## src/rtl/tdm_tx_arbiter.sv

```systemverilog
// tdm_tx_arbiter
// Round-robin scheduler feeding one byte per frame into a shared TDM
// serializer. A granted byte is presented for one cycle on tx_valid/tx_data,
// then no new grant is issued until all DATA_W bits (plus GAP_CYCLES idle
// cycles) have been shifted out.
module tdm_tx_arbiter #(
   parameter int NUM_REQ    = 4,
   parameter int DATA_W     = 8,
   parameter int GAP_CYCLES = 0,
   localparam int ID_W      = $clog2(NUM_REQ)
) (
   input  logic                      clk,
   input  logic                      rst_n,
   input  logic                      en,
   input  logic [NUM_REQ-1:0]        req_valid,
   input  logic [NUM_REQ*DATA_W-1:0] req_data,
   output logic [NUM_REQ-1:0]        req_ready,
   output logic [DATA_W-1:0]         tx_data,
   output logic                      tx_valid,
   output logic [ID_W-1:0]           grant_id,
   output logic                      busy,
   output logic                      frame_done
);

   localparam int FRAME   = DATA_W + GAP_CYCLES;
   localparam int CNT_MAX = (FRAME >= 2) ? FRAME - 2 : 0;
   localparam int CNT_W   = (CNT_MAX < 2) ? 1 : $clog2(CNT_MAX + 1);
   localparam int unsigned NR = NUM_REQ;

   if (FRAME < 2) begin : g_bad_frame
      $error("tdm_tx_arbiter: DATA_W+GAP_CYCLES must be at least 2");
   end

   typedef enum logic [1:0] {
      IDLE = 2'd0,
      SEND = 2'd1,
      HOLD = 2'd2
   } state_t;

   state_t             state_q, state_d;
   logic [CNT_W-1:0]   hold_cnt_q, hold_cnt_d;
   logic [DATA_W-1:0]  tx_data_q, tx_data_d;
   logic [ID_W-1:0]    grant_id_q, grant_id_d;
   logic [ID_W-1:0]    last_grant_q, last_grant_d;

   logic [ID_W-1:0]    winner;
   logic [ID_W-1:0]    cand;
   logic               found;
   logic               accept_win;

   // Rotating priority search starting just after the last granted requester
   always_comb begin
      winner = '0;
      cand   = '0;
      found  = 1'b0;
      for (int unsigned k = 1; k <= NR; k++) begin
         cand = ID_W'((32'(last_grant_q) + k) % NR);
         if (!found && req_valid[cand]) begin
            winner = cand;
            found  = 1'b1;
         end
      end
   end

   // Accept window, handshake strobe and next-state logic
   always_comb begin
      state_d      = state_q;
      hold_cnt_d   = hold_cnt_q;
      tx_data_d    = tx_data_q;
      grant_id_d   = grant_id_q;
      last_grant_d = last_grant_q;
      req_ready    = '0;

      accept_win = en && (|req_valid) &&
                   ((state_q == IDLE) || ((state_q == HOLD) && (hold_cnt_q == '0)));

      if (accept_win) begin
         req_ready[winner] = 1'b1;
         tx_data_d         = req_data[int'(winner)*DATA_W +: DATA_W];
         grant_id_d        = winner;
         last_grant_d      = winner;
      end

      unique case (state_q)
         IDLE: begin
            if (accept_win) state_d = SEND;
         end
         SEND: begin
            state_d    = HOLD;
            hold_cnt_d = CNT_W'(CNT_MAX);
         end
         HOLD: begin
            if (hold_cnt_q == '0) begin
               state_d = accept_win ? SEND : IDLE;
            end else begin
               hold_cnt_d = hold_cnt_q - 1'b1;
            end
         end
         default: state_d = IDLE;
      endcase
   end

   // State and datapath registers, cleared asynchronously
   always_ff @(posedge clk or negedge rst_n) begin
      if (!rst_n) begin
         state_q      <= IDLE;
         hold_cnt_q   <= '0;
         tx_data_q    <= '0;
         grant_id_q   <= '0;
         last_grant_q <= ID_W'(NUM_REQ - 1);
      end else begin
         state_q      <= state_d;
         hold_cnt_q   <= hold_cnt_d;
         tx_data_q    <= tx_data_d;
         grant_id_q   <= grant_id_d;
         last_grant_q <= last_grant_d;
      end
   end

   assign tx_data    = tx_data_q;
   assign grant_id   = grant_id_q;
   assign tx_valid   = (state_q == SEND);
   assign busy       = (state_q != IDLE);
   assign frame_done = (state_q == HOLD) && (hold_cnt_q == '0);

endmodule

```

## config.mk

```make
export PLATFORM = sky130hd
export DESIGN_NAME = tdm_tx_arbiter
export DESIGN_NICKNAME = d
export VERILOG_FILES = /design/src/rtl/tdm_tx_arbiter.sv
export SDC_FILE = /design/constraint.sdc
export NUM_CORES = 1
export LEC_CHECK = 0
export ABC_AREA = 0
export ABC_CLOCK_PERIOD_IN_PS = 2350
export BUFFER_PORTS_ARGS = -buffer_cell sky130_fd_sc_hd__buf_4
export CORE_MARGIN = 8
export CORE_UTILIZATION = 44
export CTS_CLUSTER_SIZE = 12
export DETAILED_ROUTE_END_ITERATION = 10
export PLACE_DENSITY = 0.88
export SYNTH_ARGS = -nofsm -noshare
export SYNTH_HDL_FRONTEND = slang
export SYNTH_SLANG_ARGS = --single-unit
```

## constraint.sdc

```tcl
create_clock -name clk -period 2.35 [get_ports clk]
set_clock_uncertainty 0.05 [all_clocks]
set_input_delay 0.3525 -clock clk [delete_from_list [all_inputs] [get_ports clk]]
set_output_delay 0.3525 -clock clk [all_outputs]
set_load 0.03 [all_outputs]
```

# Word-level counts from Yosys, hierarchy flattened
# Cells that the tools add are included.
[totals] register_bits=17 input_bits=39 output_inout_bits=17
[op_classes] add_sub_neg=5 order_cmp=6 eq_ne=5 shifts=1 muxes=24 reduce_logical=18
[ops] op="variable part select 32 x 6 -> 8 bit" count=1
[ops] op="< comparator 2 x 3 -> 1 bit, second input constant" count=5
[ops] op="2-to-1 mux 2 bit" count=6
[ops] op="2-to-1 mux 1 bit" count=9
[ops] op="binary-select mux 1 bit (select 2 bit)" count=4
[ops] op="logical AND 1 bit" count=7
[ops] op="case mux 2 bit (3 select lines)" count=1
[ops] op="case mux 3 bit (2 select lines)" count=1
[ops] op="adder 2 x 1 -> 2 bit, second input constant" count=2
[ops] op="adder 2 bit, second input constant" count=2
[ops] op="2-to-1 mux 4 bit" count=1
[ops] op="!= test 2 bit, second input constant" count=2
[ops] op="AND reduction 2 bit" count=2
[ops] op="nonzero test 2 bit" count=2
[ops] op="OR reduction 4 bit" count=1
[ops] op="logical NOT 1 bit" count=3
[ops] op="logical NOT 3 bit" count=1
[ops] op="2-to-1 mux 3 bit" count=1
[ops] op="subtractor 3 x 1 -> 3 bit, second input constant" count=1
[ops] op="demux 1 bit (select 2 bit)" count=1
[ops] op="== test 2 x 1 -> 1 bit, second input constant" count=1
[ops] op="== test 2 bit, second input constant" count=1
[ops] op="greater-or-equal comparator 2 x 1 -> 1 bit, second input constant" count=1
[ops] op="logical NOT 2 bit" count=1
[ops] op="other kinds (2)" count=2

# Logic depth before layout (Yosys ltp)
[logic_depth] depth_word=18 ltp_mapped=8

# Worst setup path after synthesis
# Ideal clock, no wire load.
[synth_path] path_kind="register -> output" from="register hold_cnt_q[0]" to="output port req_ready[0]" arrival_ps=1938 required_time_ps=1947 path_slack_ps=9 stages_incl_launch_ff=7 path_buffers=1 path_cell_list="dfrtp_1 > inv_1 > ha_1 > nand2b_4 > a211o_1 > buf_2 > nor3_1"
[synth_between] elab_chain_len=5
[synth_lines] item="start: declaration" line_no="41" source="logic [CNT_W-1:0] hold_cnt_q, hold_cnt_d;"
[synth_lines] item="start signal: assignment" line_no="113" source="hold_cnt_q <= hold_cnt_d;"
[synth_lines] item="logical NOT 3 bit" line_no="75" source="((state_q == IDLE) || ((state_q == HOLD) && (hold_cnt_q == '0)));"
[synth_lines] item="logical AND 1 bit" line_no="75"
[synth_lines] item="logical OR 1 bit" line_no="75"
[synth_lines] item="logical AND 1 bit" line_no="74" source="accept_win = en && (|req_valid) &&"
[synth_lines] item="2-to-1 mux 4 bit" line_no="77" source="if (accept_win) begin"
[synth_lines] item="end: declaration" line_no="17" source="output logic [NUM_REQ-1:0] req_ready,"
# Every way passes these cells.

# Worst setup path in the final report
[layout_path] from="register last_grant_q[1]" to="output port req_ready[0]"
[layout_between] elab_chain_len=18
[layout_lines] item="start: declaration" line_no="44" source="logic [ID_W-1:0] last_grant_q, last_grant_d;"
[layout_lines] item="start signal: assignment" line_no="110" source="last_grant_q <= ID_W'(NUM_REQ - 1);"
[layout_lines] item="start signal: assignment" line_no="116" source="last_grant_q <= last_grant_d;"
[layout_lines] item="adder 2 x 1 -> 2 bit" line_no="57" source="cand = ID_W'((32'(last_grant_q) + k) % NR);"
[layout_lines] item="binary-select mux 1 bit (select 2 bit)" line_no="58" source="if (!found && req_valid[cand]) begin"
[layout_lines] item="2-to-1 mux 1 bit (not written as such)" line_no="58"
[layout_lines] item="2-to-1 mux 1 bit" line_no="58"
[layout_lines] item="logical NOT 1 bit" line_no="58"
[layout_lines] item="logical AND 1 bit" line_no="58"
[layout_lines] item="2-to-1 mux 1 bit" line_no="58"
[layout_lines] item="logical NOT 1 bit" line_no="58"
[layout_lines] item="(+2 left out)"
[layout_lines] item="logical NOT 1 bit" line_no="58"
[layout_lines] item="logical AND 1 bit" line_no="58"
[layout_lines] item="2-to-1 mux 2 bit *" line_no="58"
[layout_lines] item="< comparator 2 x 3 -> 1 bit (not written as such) or greater-or-equal comparator 2 x 1 -> 1 bit (tied branches)" line_no="78" source="req_ready[winner] = 1'b1;"
[layout_lines] item="logical AND 1 bit (not written as such)" line_no="78"
[layout_lines] item="2-to-1 mux 1 bit (not written as such)" line_no="78"
[layout_lines] item="demux 1 bit (select 2 bit) *" line_no="78"
[layout_lines] item="2-to-1 mux 4 bit *" line_no="77"
# Every way passes the cells marked *; elsewhere a longest branch is shown, timed or not. The select of a mux whose other input is x is not followed.

==> metrics.csv <==
stage;metric;value;unit
setup_path;Worst EP arrival;1830;ps
clock_tree;clock sinks;17;
clock_tree;Num CTS Buffers;3;
yosys;Area contributors post-synth;dfrtp_1, mux2i_1, o221ai_1, nand2_1, dfstp_2;
timing;min Tclk post-route;2230;ps
detailed_routing;DRC Markers;0;
hold_path;worst hold stages;3;
floorplanning;Die ar.;4270;sq um
yosys;flops & latches, synth;17;
cells_and_area;n_diodes;0;
place;Port Buffer Count;55;
yosys;Synth top area share;35.1;%
cells_and_area;Post-layout nets;208;
power_and_ir_drop;power per cell area;1170;nW/um^2
global_route;pin count of the biggest net entering global routing;18;
detailed_routing;first drt pass iteration count;4;
detailed_routing;Post-DRT Antenna Nets;0;
floorplanning;Horiz. Die Dim;65.3;microns
setup_path;startpoint class of the critical path;flop;
detailed_routing;vias;1045;
setup_path;Setup CP Type;flop to primary output;
setup_path;Setup crit end kind;primary output;
global_route;GR Util met2;25.6;%
timing;worst setup margin;119;ps
yosys;Synth async-reset ratio;100;%
detailed_routing;drt total wl;3.08;mm
yosys;Yosys cell types;35;
yosys;post-synthesis sequential area ratio;40.0;%
timing;fin. max-slew vios;0;
power_and_ir_drop;sequential share of power;30.7;%
setup_path;crit path cell chain;mux2i_1 > o22a_1 > o21ai_1 > nor3_2 > buf_4;
hold_path;Hold/Removal Path Class;input port to flop;
cells_and_area;fin cells;196;
yosys;YS warnings;0;
global_route;Top Usage Layer GRT;met2;
detailed_routing;Via density;5.33;
clock_tree;H-tree depth;1;
setup_path;Req. time, crit path;1950;ps
setup_path;R2R cell count;5;
yosys;Avg Inst Size Synth;9.91;sq um
setup_path;crit-path max FO;7;
clock_tree;clock-pin transition on the worst setup and hold timing paths;100;ps
timing;Worst-Margin Slew;395;ps
yosys;ys flop type;dfrtp_1;
global_route;vias in the first global route;1134;
global_route;met3 GRT Util;3.74;%
timing;final period utilization;94.9;%
setup_path;slowest stage delay, CP;610;ps
global_route;total global routing overflow;0;
power_and_ir_drop;Logic pwr share;61.0;%
floorplanning;area of the core;2390;sq um
yosys;Syn Nets;149;
yosys;Commonest cells post-synth;mux2i_1, nand2_1, dfrtp_1, nor2_1, o221ai_1;
floorplanning;Row Count;18;
global_route;first-pass GRT wire length;4.85;mm
detailed_routing;Detailed Route Iter0 Violations;86;
floorplanning;Initial Utilization;44.8;%
global_route;GRT Util Overall;14.0;%
timing;Final setup viols;0;
job;max_cap viols;0;
place;placed cell areas;1490;sq um
power_and_ir_drop;Leak Pwr;0.000785;uW
clock_tree;CTS tree;done;
clock_tree;Max clock buf depth;2;
cells_and_area;Finished Cell Area;1550;sq um
cells_and_area;area grow syn2layout;45.0;%
power_and_ir_drop;Sw Pwr;829;uW
setup_path;slowest CP cell;dfstp_2;
global_route;GR Util met1;15.2;%
place;DP HPWL;2.48;mm
yosys;EDFF count, synth;0;
cells_and_area;fraction of layout cells with a size suffix above 1;44.0;%
power_and_ir_drop;switching part of the total;45.8;%
timing;Achievable Freq;448;MHz
power_and_ir_drop;cell-internal power;982;uW
clock_tree;root buffer cell;clkbuf_4;
place;dpl cells;190;
power_and_ir_drop;clock share of power;8.3;%
global_route;initial antenna violation count;0;
timing;Final Hold Viols;0;
timing;headroom to the max-slew limit;73.5;%
place;Routability Congestion;0.806;
detailed_routing;wire per inst;15.7;microns
clock_tree;clk_lat worst skew;280;ps
yosys;Synth Cell Area;1070;sq um
power_and_ir_drop;VDD IR max;0.000725;V
floorplanning;Top-Level Pins;56;
power_and_ir_drop;total power;1810;uW
run_status;outcome;finished clean;
place;worst slack, placed;254;ps
timing;Final Hold Slack;337;ps
yosys;Post-Syn Instances;108;
floorplanning;chip height;65.3;microns
yosys;Synth area leader;dfrtp_1;
## state kept, by name, indices dropped and copies added (netlist names)
| register | flops |
|---|---|
| state_q | 2 |
| grant_id | 2 |
| hold_cnt_q | 3 |
| last_grant_q | 2 |
| tx_data | 8 |
## what timing repair did
action / CTS / global route
pin swaps: 0 / 1
hold buffers: 1 / 0
gates resized for setup: 1 / 3
hold endpoints to repair: 15 / 0
buffers inserted: 1 / 0
endpoints found under the setup margin: 2 / 4
## power groups by stage
stage	combinational [uW]	sequential [uW]	clock, uW
6_report	1110	556	150
5_1_grt	1190	574	165
4_1_cts	1080	554	152
3_5_place_dp	1070	559	0
3_3_place_gp	1030	553	0
2_1_floorplan	636	675	0
## layout make-up
cell class                      count  area (sq um)
Sequential cell                    17           428
Multi-Input combinational cell     81           596
Clock buffer                        4          26.3
Fill cell                         199           836
Timing Repair Buffer               59           445
Inverter                            5          18.8
Tap cell                           30          37.5
## stage by stage
step / util [%] / TNS, ps
floorplan: - / 0
CTS: 64.4 / 0
global placement: 62.4 / 0
detailed placement: 62.4 / 0
global route: 65.0 / -5.20
finish: 65.0 / 0
## final timing paths
kind	endpoint	slack (ps)	start
setup / recovery	req_ready[0]	120	last_grant_q[1]
hold / removal	tx_data[3]	340	req_data[11]
setup reg to reg	tx_data[1]	490	last_grant_q[1]
hold reg to reg	grant_id[1]	440	grant_id[1]
max in group asynchronous	last_grant_q[0]	1590	rst_n
min in group asynchronous	hold_cnt_q[2]	410	rst_n
## cell families after synthesis
group                    after synthesis  synth area share (%)
AND/OR/NAND/NOR                       38                  17.1
AO/OA/AOI/OAI                         23                  17.1
multiplexers                          18                  17.0
flip-flops                            17                  40.0
buffers and inverters                 10                  6.55
adder cells (fa/ha/maj)                2                  2.34
## critical path: cells and delay by family (launching register included)
kind	cells	cell delay [ps]
mux	1	200
compound gates	2	330
buf+inv	1	190
flops	1	610
simple gates	1	220
## layer usage
layer | part of all wire [%] | up-vias
met4 | 1.0 | 0
met2 | 53 | 26
met5 | 0 | -
li1 | - | 509
met3 | 5.0 | 2
met1 | 41 | 508
## layout by cell type (no fill, tap or decap), types with 3 or more instances in the layout
| cell | n |
|---|---|
| mux2i_1 | 17 |
| buf_4 | 58 |
| nor2_1 | 8 |
| o21a_1 | 3 |
| dfrtp_1 | 15 |
| inv_1 | 3 |
| o221ai_1 | 8 |
| clkbuf_4 | 3 |
| nand2_1 | 17 |
(Power assumes the default switching activity.)
